--- src/rtl/gain_cal_pkg.sv ---
// rtl/gain_cal_pkg.sv - shared types and constants for the gain/offset estimator
//
// Purpose : FSM state enum, Q2.14 unity, 16-bit signed limits, overflow lane
//           bit indices and a saturating 18->16 bit helper.
// Ports   : none (package).
package gain_cal_pkg;

  typedef enum logic [1:0] {
    ST_IDLE   = 2'd0,
    ST_ACCUM  = 2'd1,
    ST_UPDATE = 2'd2,
    ST_DONE   = 2'd3
  } est_state_t;

  localparam logic [15:0] Q2_14_ONE = 16'h4000;

  localparam logic signed [15:0] S16_MAX = 16'sh7FFF;
  localparam logic signed [15:0] S16_MIN = 16'sh8000;

  // Lane positions inside overflow_i.
  localparam int OVF_X0  = 0;
  localparam int OVF_X0Z = 1;
  localparam int OVF_X1  = 2;
  localparam int OVF_X1Z = 3;

  // Clamp an 18-bit signed intermediate into the 16-bit signed range.
  function automatic logic signed [15:0] sat16(input logic signed [17:0] v);
    if (v > 18'sd32767) begin
      return S16_MAX;
    end else if (v < -18'sd32768) begin
      return S16_MIN;
    end else begin
      return $signed(v[15:0]);
    end
  endfunction

endpackage

--- src/rtl/gain_offset_estimator_if.sv ---
// rtl/gain_offset_estimator_if.sv - sample/control/result bundle of the estimator
//
// Purpose : groups the two-channel sample streams, overflow flags, window
//           handshake and the control-word results into one bundle.
// Signals : x0_i/x0z_i/x1_i/x1z_i  signed sample pairs per clock
//           overflow_i             per-lane overflow flags
//           start_i/busy_o/done_o  window handshake
//           offset_control_*_o, gain_control_*_o, ovf_count_*_o  results
// Modports: master (sample source / controller), slave (estimator).
interface gain_offset_estimator_if;

  logic signed [15:0] x0_i;
  logic signed [15:0] x0z_i;
  logic signed [15:0] x1_i;
  logic signed [15:0] x1z_i;
  logic        [3:0]  overflow_i;
  logic               start_i;
  logic               busy_o;
  logic               done_o;
  logic signed [15:0] offset_control_1_o;
  logic signed [15:0] offset_control_2_o;
  logic signed [15:0] gain_control_1_o;
  logic signed [15:0] gain_control_2_o;
  logic        [15:0] ovf_count_1_o;
  logic        [15:0] ovf_count_2_o;

  modport master (
    output x0_i, x0z_i, x1_i, x1z_i, overflow_i, start_i,
    input  busy_o, done_o,
    input  offset_control_1_o, offset_control_2_o,
    input  gain_control_1_o, gain_control_2_o,
    input  ovf_count_1_o, ovf_count_2_o
  );

  modport slave (
    input  x0_i, x0z_i, x1_i, x1z_i, overflow_i, start_i,
    output busy_o, done_o,
    output offset_control_1_o, offset_control_2_o,
    output gain_control_1_o, gain_control_2_o,
    output ovf_count_1_o, ovf_count_2_o
  );

endinterface

--- src/rtl/gain_offset_estimator_chan.sv ---
// rtl/gain_offset_estimator_chan.sv - per-channel accumulator, overflow count and word update
//
// Purpose : module gain_offset_chan. Sums the sample pair every accumulate
//           cycle, counts overflow clocks (saturating), and on update moves
//           the offset word against the window mean and optionally backs off
//           the gain word.
// Ports   : clk, rst_n_i           clock, synchronous active-low reset
//           i_clear                start of window: zero accumulator/counter
//           i_accum                accumulate this cycle's samples
//           i_update               commit new offset/gain/count
//           i_a, i_b               signed sample pair
//           i_ovf                  overflow flags of this channel's two lanes
//           o_offset, o_gain       control words
//           o_ovf_count            overflow clock count of the last window
// Macro   : GAIN_OFFSET_EST_GAIN_ADAPT_EN enables gain back-off; otherwise
//           o_gain is the constant GAIN_INIT.
module gain_offset_chan
  import gain_cal_pkg::*;
#(
  parameter int          LOG2_WINDOW = 10,
  parameter logic [15:0] GAIN_INIT   = Q2_14_ONE,
  parameter logic [15:0] GAIN_STEP   = 16'd64
) (
  input  logic               clk,
  input  logic               rst_n_i,
  input  logic               i_clear,
  input  logic               i_accum,
  input  logic               i_update,
  input  logic signed [15:0] i_a,
  input  logic signed [15:0] i_b,
  input  logic        [1:0]  i_ovf,
  output logic signed [15:0] o_offset,
  output logic signed [15:0] o_gain,
  output logic        [15:0] o_ovf_count
);

  localparam int AW = 17 + LOG2_WINDOW;

  logic signed [AW-1:0] r_acc;
  logic        [15:0]   r_cnt;
  logic signed [15:0]   r_offset;
  logic        [15:0]   r_ovf_count;

  logic signed [AW-1:0] w_a_ext;
  logic signed [AW-1:0] w_b_ext;
  logic signed [15:0]   w_mean;
  logic signed [17:0]   w_diff;
  logic signed [15:0]   w_offset_new;

  assign w_a_ext = {{(AW-16){i_a[15]}}, i_a};
  assign w_b_ext = {{(AW-16){i_b[15]}}, i_b};

  // Arithmetic shift by LOG2_WINDOW+1 (floor division) is just the upper bits
  // of the two's-complement accumulator; the mean always fits 16 bits.
  assign w_mean       = $signed(r_acc[LOG2_WINDOW+16:LOG2_WINDOW+1]);
  assign w_diff       = {{2{r_offset[15]}}, r_offset} - {{2{w_mean[15]}}, w_mean};
  assign w_offset_new = sat16(w_diff);

  always_ff @(posedge clk) begin
    if (!rst_n_i) begin
      r_acc       <= '0;
      r_cnt       <= '0;
      r_offset    <= '0;
      r_ovf_count <= '0;
    end else begin
      if (i_clear) begin
        r_acc <= '0;
        r_cnt <= '0;
      end else if (i_accum) begin
        r_acc <= r_acc + w_a_ext + w_b_ext;
        if ((|i_ovf) && (r_cnt != 16'hFFFF)) begin
          r_cnt <= r_cnt + 16'd1;
        end
      end
      if (i_update) begin
        r_offset    <= w_offset_new;
        r_ovf_count <= r_cnt;
      end
    end
  end

  assign o_offset    = r_offset;
  assign o_ovf_count = r_ovf_count;

`ifdef GAIN_OFFSET_EST_GAIN_ADAPT_EN
  logic signed [15:0] r_gain;
  logic signed [16:0] w_gain_dec;

  // One extra bit so that a step larger than the current gain shows up as a
  // negative result, which clamps to zero.
  assign w_gain_dec = {r_gain[15], r_gain} - $signed({1'b0, GAIN_STEP});

  always_ff @(posedge clk) begin
    if (!rst_n_i) begin
      r_gain <= GAIN_INIT;
    end else if (i_update && (r_cnt != 16'd0)) begin
      r_gain <= w_gain_dec[16] ? 16'sd0 : $signed(w_gain_dec[15:0]);
    end
  end

  assign o_gain = r_gain;
`else
  assign o_gain = GAIN_INIT;
`endif

endmodule

--- src/rtl/gain_offset_estimator.sv ---
// rtl/gain_offset_estimator.sv - windowed closed-loop gain/offset calibration
//
// Purpose : runs one estimation window per accepted start. Accumulates both
//           channels for 2^LOG2_WINDOW clocks, then updates the offset (and
//           optionally gain) control words; done_o pulses when the new words
//           are visible.
// Ports   : clk       sample clock
//           rst_n_i   synchronous active-low reset
//           bus       gain_offset_estimator_if.slave (samples, overflow flags,
//                     start/busy/done, control words, overflow counts)
// Macro   : GAIN_OFFSET_EST_GAIN_ADAPT_EN enables the gain back-off path.
module gain_offset_estimator
  import gain_cal_pkg::*;
#(
  parameter int          LOG2_WINDOW = 10,
  parameter logic [15:0] GAIN_INIT   = Q2_14_ONE,
  parameter logic [15:0] GAIN_STEP   = 16'd64
) (
  input  logic                    clk,
  input  logic                    rst_n_i,
  gain_offset_estimator_if.slave  bus
);

  est_state_t             r_state;
  est_state_t             w_state_next;
  logic [LOG2_WINDOW-1:0] r_win;
  logic                   r_busy;
  logic                   r_done;

  logic w_clear;
  logic w_accum;
  logic w_update;
  logic w_win_last;

  assign w_win_last = (r_win == {LOG2_WINDOW{1'b1}});

  always_ff @(posedge clk) begin
    if (!rst_n_i) begin
      r_state <= ST_IDLE;
      r_busy  <= 1'b0;
      r_done  <= 1'b0;
    end else begin
      r_state <= w_state_next;
      // Flags follow the next state so they line up with it as registers.
      r_busy  <= (w_state_next != ST_IDLE);
      r_done  <= (w_state_next == ST_DONE);
    end
  end

  always_comb begin
    w_state_next = r_state;
    w_clear      = 1'b0;
    w_accum      = 1'b0;
    w_update     = 1'b0;
    case (r_state)
      ST_IDLE: begin
        if (bus.start_i) begin
          w_state_next = ST_ACCUM;
          w_clear      = 1'b1;
        end
      end
      ST_ACCUM: begin
        w_accum = 1'b1;
        if (w_win_last) begin
          w_state_next = ST_UPDATE;
        end
      end
      ST_UPDATE: begin
        w_update     = 1'b1;
        w_state_next = ST_DONE;
      end
      ST_DONE: begin
        w_state_next = ST_IDLE;
      end
      default: begin
        w_state_next = ST_IDLE;
      end
    endcase
  end

  always_ff @(posedge clk) begin
    if (!rst_n_i) begin
      r_win <= '0;
    end else if (w_clear) begin
      r_win <= '0;
    end else if (w_accum) begin
      r_win <= r_win + 1'b1;
    end
  end

  gain_offset_chan #(
    .LOG2_WINDOW (LOG2_WINDOW),
    .GAIN_INIT   (GAIN_INIT),
    .GAIN_STEP   (GAIN_STEP)
  ) u_chan1 (
    .clk         (clk),
    .rst_n_i     (rst_n_i),
    .i_clear     (w_clear),
    .i_accum     (w_accum),
    .i_update    (w_update),
    .i_a         (bus.x0_i),
    .i_b         (bus.x0z_i),
    .i_ovf       ({bus.overflow_i[OVF_X0Z], bus.overflow_i[OVF_X0]}),
    .o_offset    (bus.offset_control_1_o),
    .o_gain      (bus.gain_control_1_o),
    .o_ovf_count (bus.ovf_count_1_o)
  );

  gain_offset_chan #(
    .LOG2_WINDOW (LOG2_WINDOW),
    .GAIN_INIT   (GAIN_INIT),
    .GAIN_STEP   (GAIN_STEP)
  ) u_chan2 (
    .clk         (clk),
    .rst_n_i     (rst_n_i),
    .i_clear     (w_clear),
    .i_accum     (w_accum),
    .i_update    (w_update),
    .i_a         (bus.x1_i),
    .i_b         (bus.x1z_i),
    .i_ovf       ({bus.overflow_i[OVF_X1Z], bus.overflow_i[OVF_X1]}),
    .o_offset    (bus.offset_control_2_o),
    .o_gain      (bus.gain_control_2_o),
    .o_ovf_count (bus.ovf_count_2_o)
  );

  assign bus.busy_o = r_busy;
  assign bus.done_o = r_done;

endmodule
--- src/flat_wrapper.sv ---
// flat-port wrapper written by rule: the top's interface ports become plain ports
module gain_offset_estimator_flat import gain_cal_pkg::*;
#(
  parameter int          LOG2_WINDOW = 10,
  parameter logic [15:0] GAIN_INIT   = Q2_14_ONE,
  parameter logic [15:0] GAIN_STEP   = 16'd64
)
  (clk, rst_n_i, bus_x0_i, bus_x0z_i, bus_x1_i, bus_x1z_i, bus_overflow_i, bus_start_i, bus_busy_o, bus_done_o, bus_offset_control_1_o, bus_offset_control_2_o, bus_gain_control_1_o, bus_gain_control_2_o, bus_ovf_count_1_o, bus_ovf_count_2_o);
  gain_offset_estimator_if bus_i ();
  input  logic clk;
  input  logic rst_n_i;
  input wire logic [$bits(bus_i.x0_i)-1:0] bus_x0_i;
  input wire logic [$bits(bus_i.x0z_i)-1:0] bus_x0z_i;
  input wire logic [$bits(bus_i.x1_i)-1:0] bus_x1_i;
  input wire logic [$bits(bus_i.x1z_i)-1:0] bus_x1z_i;
  input wire logic [$bits(bus_i.overflow_i)-1:0] bus_overflow_i;
  input wire logic [$bits(bus_i.start_i)-1:0] bus_start_i;
  output wire logic [$bits(bus_i.busy_o)-1:0] bus_busy_o;
  output wire logic [$bits(bus_i.done_o)-1:0] bus_done_o;
  output wire logic [$bits(bus_i.offset_control_1_o)-1:0] bus_offset_control_1_o;
  output wire logic [$bits(bus_i.offset_control_2_o)-1:0] bus_offset_control_2_o;
  output wire logic [$bits(bus_i.gain_control_1_o)-1:0] bus_gain_control_1_o;
  output wire logic [$bits(bus_i.gain_control_2_o)-1:0] bus_gain_control_2_o;
  output wire logic [$bits(bus_i.ovf_count_1_o)-1:0] bus_ovf_count_1_o;
  output wire logic [$bits(bus_i.ovf_count_2_o)-1:0] bus_ovf_count_2_o;
  assign bus_i.x0_i = bus_x0_i;
  assign bus_i.x0z_i = bus_x0z_i;
  assign bus_i.x1_i = bus_x1_i;
  assign bus_i.x1z_i = bus_x1z_i;
  assign bus_i.overflow_i = bus_overflow_i;
  assign bus_i.start_i = bus_start_i;
  assign bus_busy_o = bus_i.busy_o;
  assign bus_done_o = bus_i.done_o;
  assign bus_offset_control_1_o = bus_i.offset_control_1_o;
  assign bus_offset_control_2_o = bus_i.offset_control_2_o;
  assign bus_gain_control_1_o = bus_i.gain_control_1_o;
  assign bus_gain_control_2_o = bus_i.gain_control_2_o;
  assign bus_ovf_count_1_o = bus_i.ovf_count_1_o;
  assign bus_ovf_count_2_o = bus_i.ovf_count_2_o;
  gain_offset_estimator #(.LOG2_WINDOW(LOG2_WINDOW), .GAIN_INIT(GAIN_INIT), .GAIN_STEP(GAIN_STEP)) u_core (.clk(clk), .rst_n_i(rst_n_i), .bus(bus_i));
endmodule
--- config.mk ---
export PLATFORM = sky130hd
export DESIGN_NAME = gain_offset_estimator_flat
export DESIGN_NICKNAME = d
export VERILOG_FILES = /design/src/rtl/gain_cal_pkg.sv /design/src/rtl/gain_offset_estimator_if.sv /design/src/rtl/gain_offset_estimator_chan.sv /design/src/rtl/gain_offset_estimator.sv /design/src/flat_wrapper.sv
export SDC_FILE = /design/constraint.sdc
export NUM_CORES = 1
export LEC_CHECK = 0
export ABC_AREA = 1
export CORE_AREA = 2 2 176 135
export CTS_CLUSTER_SIZE = 10
export DETAILED_ROUTE_END_ITERATION = 16
export DIE_AREA = 0 0 178 137
export GPL_ROUTABILITY_DRIVEN = 0
export MAX_ROUTING_LAYER = met4
export PLACE_DENSITY = 0.79
export SYNTH_ARGS = -nofsm -noshare
export SYNTH_HDL_FRONTEND = slang
export SYNTH_SLANG_ARGS = --single-unit
--- constraint.sdc ---
create_clock -name clk -period 3 [get_ports clk]
set_clock_uncertainty 0.05 [all_clocks]
set_input_delay 0.6 -clock clk [delete_from_list [all_inputs] [get_ports clk]]
set_output_delay 0.6 -clock clk [all_outputs]
set_load 0.02 [all_outputs]
==> metrics.md <==
| Metric | Value |
|---|---|
| IO Pins | `between 150 and 200` |
| Highest Signal Layer | `met4` |
| Leakage Power | `between 7 and 8 nW` |
| Yosys warns | `0` |
| Multiplexer share of the synthesized area | `0%` |
| Mapped Area | `between 10,000 and 15,000 sq um` |
| Nature of the critical path endpoint | `flip-flop` |
| Area leader, netlist | `dfxtp_1` |
| Final setup fails | `0` |
| Post-synth EDFFs | `0` |
| Die Width | `approximately 180 um` |
| Fin nets | `~2,300` |
| Synth unique cells | `44` |
| Vias per inst | `between 5 and 6` |
| Most instantiated cells after synthesis | `nand2_1, inv_1, a21oi_1, dfxtp_1, nor2_1` |
| Worst min path class | `flip-flop to flip-flop` |
| Die height | `about 140 um` |
| Seq cells post-synth | `approximately 160` |
| Fin util | `a little under three quarters` |
| Status | `finished, final reports clean` |
| PwrDens | `505 nW/um^2` |
| Num CTS Buffers | `17` |
| Metal2 WL | `roughly 17 mm` |
| Initial core utilization | `between 50 and 60%` |
| Simple-gate share of the synthesized area | `around 25%` |
| Overall routed net length | `between 30 and 40 mm` |
| Synth async-reset ratio | `0%` |
| CP arrival | `3250 ps` |
| Post-synthesis compound-gate area fraction | `16.4%` |
| Final hold viol count | `0` |
| Clk slew on worst S/H paths | `~80 ps` |
| Initial antenna violation count | `1` |
| Detailed-route via count | `13,140` |
| Post-synth top flop | `dfxtp_1` |
| Vias in the first global route | `~12,000` |
| Hold-fix buffers, CTS | `0` |
| Clock buffer depth | `2` |
| Syn Area/Cell | `between 6 and 7 sq um` |
| Layout cells sized above 1 | `between 10% and 20%` |
| Top-area cell type share of the netlist area | `25.9%` |
| Largest cells by area after synthesis | `dfxtp_1, nand2_1, fa_1, ha_1, a21oi_1` |
| ANT nets after route | `0` |
| Avg WL per Cell | `around 16 um` |
| Worst Hold Margin | `approximately 420 ps` |
| Count leader, synth | `nand2_1` |
| Maxcap violations | `0` |
| DRC viols | `0` |
| Critical Path RT | `around 3300 ps` |
| Final worst-path cycle share | `approximately 98%` |
| H-Tree Depth | `4` |
| Post-route design area | `about 16,000 sq um` |
| Worst Setup SP | `bus_x1z_i[1]` |
| Clock latency on the worst-skew pair | `between 400 and 500 ps` |
| Detailed placer's ending HPWL | `~28 mm` |
| Initial DRC Count | `1,302` |
| Worst slew margin | `between 40% and 50%` |
| First-pass GRT wire length | `a little under 60 mm` |
| Crit path kind | `primary input to flip-flop` |
| Largest family of logic cells by synthesized area | `simple AND/OR/NAND/NOR gates` |
| Worst path cell trace | `clkdlybuf4s50_1, fa_1, ha_2, inv_1, fa_2, o21ai_4, nand3_2, nand2_2, nand2_1, nand2_1, nand2_1, nand3_1, nand3_1, nand2_1, inv_1` |
| Metal-1 WL | `about 17 mm` |
| Sequential-to-total area share from yosys stat | `about a quarter` |
| Area after DPL | `15,100 sq um` |
| RR Endpoint | `u_core.u_chan1.o_offset[3]` |
| Top delay family on crit path | `adder cells` |
| Core area | `approximately 23,000 sq um` |
| Reg-to-reg setup timing slack | `about 270 ps` |
| Minimum clock period | `between 2000 and 3000 ps` |
| VDD IR max | `about 0.39 mV` |
| CP max stage cell | `fa_1` |
| Root Buffer | `clkbuf_16` |
| End of the critical path | `u_core.u_chan2.r_acc[21]` |
| First-pass DRT Iterations | `6` |
| Final Slew Violations | `0` |
| CTS tree | `built` |
| Crit path depth | `15` |
| CP startpoint kind | `primary input` |
| IO Port Bufs | `approximately 140` |
| Max Clock Freq | `around 0.34 GHz` |
| Bufs and invs on worst path | `3` |
| Die footprint | `~24,000 sq um` |
| Worst Tran Pin Value | `between 800 and 900 ps` |
| CTS Sinks | `around 160` |
| Largest net degree at the start of global routing | `between 80 and 90` |
| XOR/XNOR Fraction of Synth Area | `3.74%` |
| Total grt overflow | `0` |
| Syn-to-layout area delta | `27.8%` |
| R2R depth | `13` |
| Synth Area in Adders | `between 10% and 20%` |
| # rows | `48` |
| Total GRT Usage | `between 30% and 40%` |
| Most frequent CP cell | `nand2_1` |
| Source of the worst register-to-register timing path | `u_core.u_chan1.o_offset[0]` |
| Crit-path max cell delay | `roughly 560 ps` |
| Crit path max fanout | `3` |
| DR WL met3 | `between 2 and 3 mm` |
| Post-synthesis instance total | `about 1,800` |
[flip-flops by register name, summed over array words and instances (netlist names)]
| register | cells |
|---|---|
| u_core.bus.busy_o | 1 |
| u_core.bus.done_o | 1 |
| u_core.r_state | 2 |
| u_core.r_win | 10 |
| u_core.u_chan1.o_offset | 16 |
| u_core.u_chan1.o_ovf_count | 16 |
| u_core.u_chan1.r_acc | 27 |
| u_core.u_chan1.r_cnt | 16 |
| u_core.u_chan2.o_offset | 16 |
| u_core.u_chan2.o_ovf_count | 16 |
| u_core.u_chan2.r_acc | 27 |
| u_core.u_chan2.r_cnt | 16 |
[cell usage in the layout (no fill, tap or decap), types with 4 or more instances in the layout]
master | synthesis | routed
nand2_1 | 409 | 401
inv_1 | 261 | 259
a21oi_1 | 196 | 180
dfxtp_1 | 164 | 164
nor2_1 | 151 | 144
o21ai_0 | 148 | 138
clkdlybuf4s50_1 | 0 | 134
buf_4 | 32 | 131
nand3_1 | 87 | 85
ha_1 | 89 | 69
fa_1 | 56 | 54
xor2_1 | 36 | 36
conb_1 | 2 | 32
a21oi_2 | 12 | 28
nor3_1 | 24 | 23
nand4_1 | 23 | 23
xnor2_1 | 18 | 18
clkbuf_16 | 0 | 17
nand2_2 | 8 | 16
ha_4 | 0 | 16
o21ai_1 | 5 | 12
nor4_1 | 13 | 9
nand3b_1 | 9 | 9
a21o_1 | 6 | 6
clkinv_8 | 0 | 6
nor4_2 | 1 | 5
nor2_2 | 0 | 5
o21bai_1 | 5 | 5
buf_12 | 0 | 5
nor2_4 | 2 | 4
nand2b_1 | 4 | 4
o221ai_1 | 4 | 4
ha_2 | 0 | 4
inv_8 | 0 | 4
[cells by family (layout without fill, tap and decap cells)]
group                    Yosys count  in the layout
AO/OA/AOI/OAI                    391            391
AND/OR/NAND/NOR                  739            739
other                              2             33
XOR/XNOR                          54             54
flip-flops                       164            164
adder cells (fa/ha/maj)          145            145
buffers and inverters            344            569
[layout make-up]
cell class	instances	area, sq um
inverters	263	987
clock inverters	15	208
repair buffers	274	2460
clock buffers	17	425
well taps	300	375
flip-flops and latches	164	3280
diodes	1	2.50
multi-input cells	1361	8430
fillers	1780	6460
[repair_timing]
action,in CTS,in global routing
endpoints found under the setup margin,9,33
pin swaps,1,10
setup buffers,0,2
gates resized for setup,3,77
[metrics by stage]
step / setup TNS [ps] / instances / power, mW / setup slack (ps)
finish: 0 / 2395 / 8.16 / 47.9
detailed placement: -14570 / 2360 / 5.49 / -524
global route: -623 / 2395 / 8.63 / -106
CTS: 0 / 2392 / 7.85 / 8.93
floorplan: 0 / 1869 / 4.32 / 224
global placement: -12090 / 2360 / 5.40 / -425
[metal layers]
| metal | vias to the layer above | GRT usage (%) |
|---|---|---|
| met5 | - | - |
| met2 | 646 | 48.6 |
| li1 | 6398 | - |
| met1 | 6006 | 42.1 |
| met4 | 0 | 9.38 |
| met3 | 90 | 4.31 |
[worst min-delay path by stage]
stage / end / slack, ps / from / cells after the start
after CTS: u_core.r_win[8] / 420 / u_core.r_win[7] / 1
final: u_core.r_win[8] / 420 / u_core.r_win[7] / 1
after global routing: u_core.r_win[8] / 460 / u_core.r_win[7] / 1
after floorplan: u_core.r_win[8] / 380 / u_core.r_win[7] / 1
after global placement: u_core.r_win[8] / 410 / u_core.r_win[7] / 1
after detailed placement: u_core.r_win[8] / 410 / u_core.r_win[7] / 1
[where the power goes]
part	total [mW]	leakage (nW)	internal [mW]	switching, mW
clock	2.34	0.307	1.22	1.13
combinational	3.53	6.03	1.51	2.02
sequential	2.29	1.33	2.24	0.0534
total	8.16	7.66	4.97	3.20
Note: power is estimated with default switching activity, not from simulation.
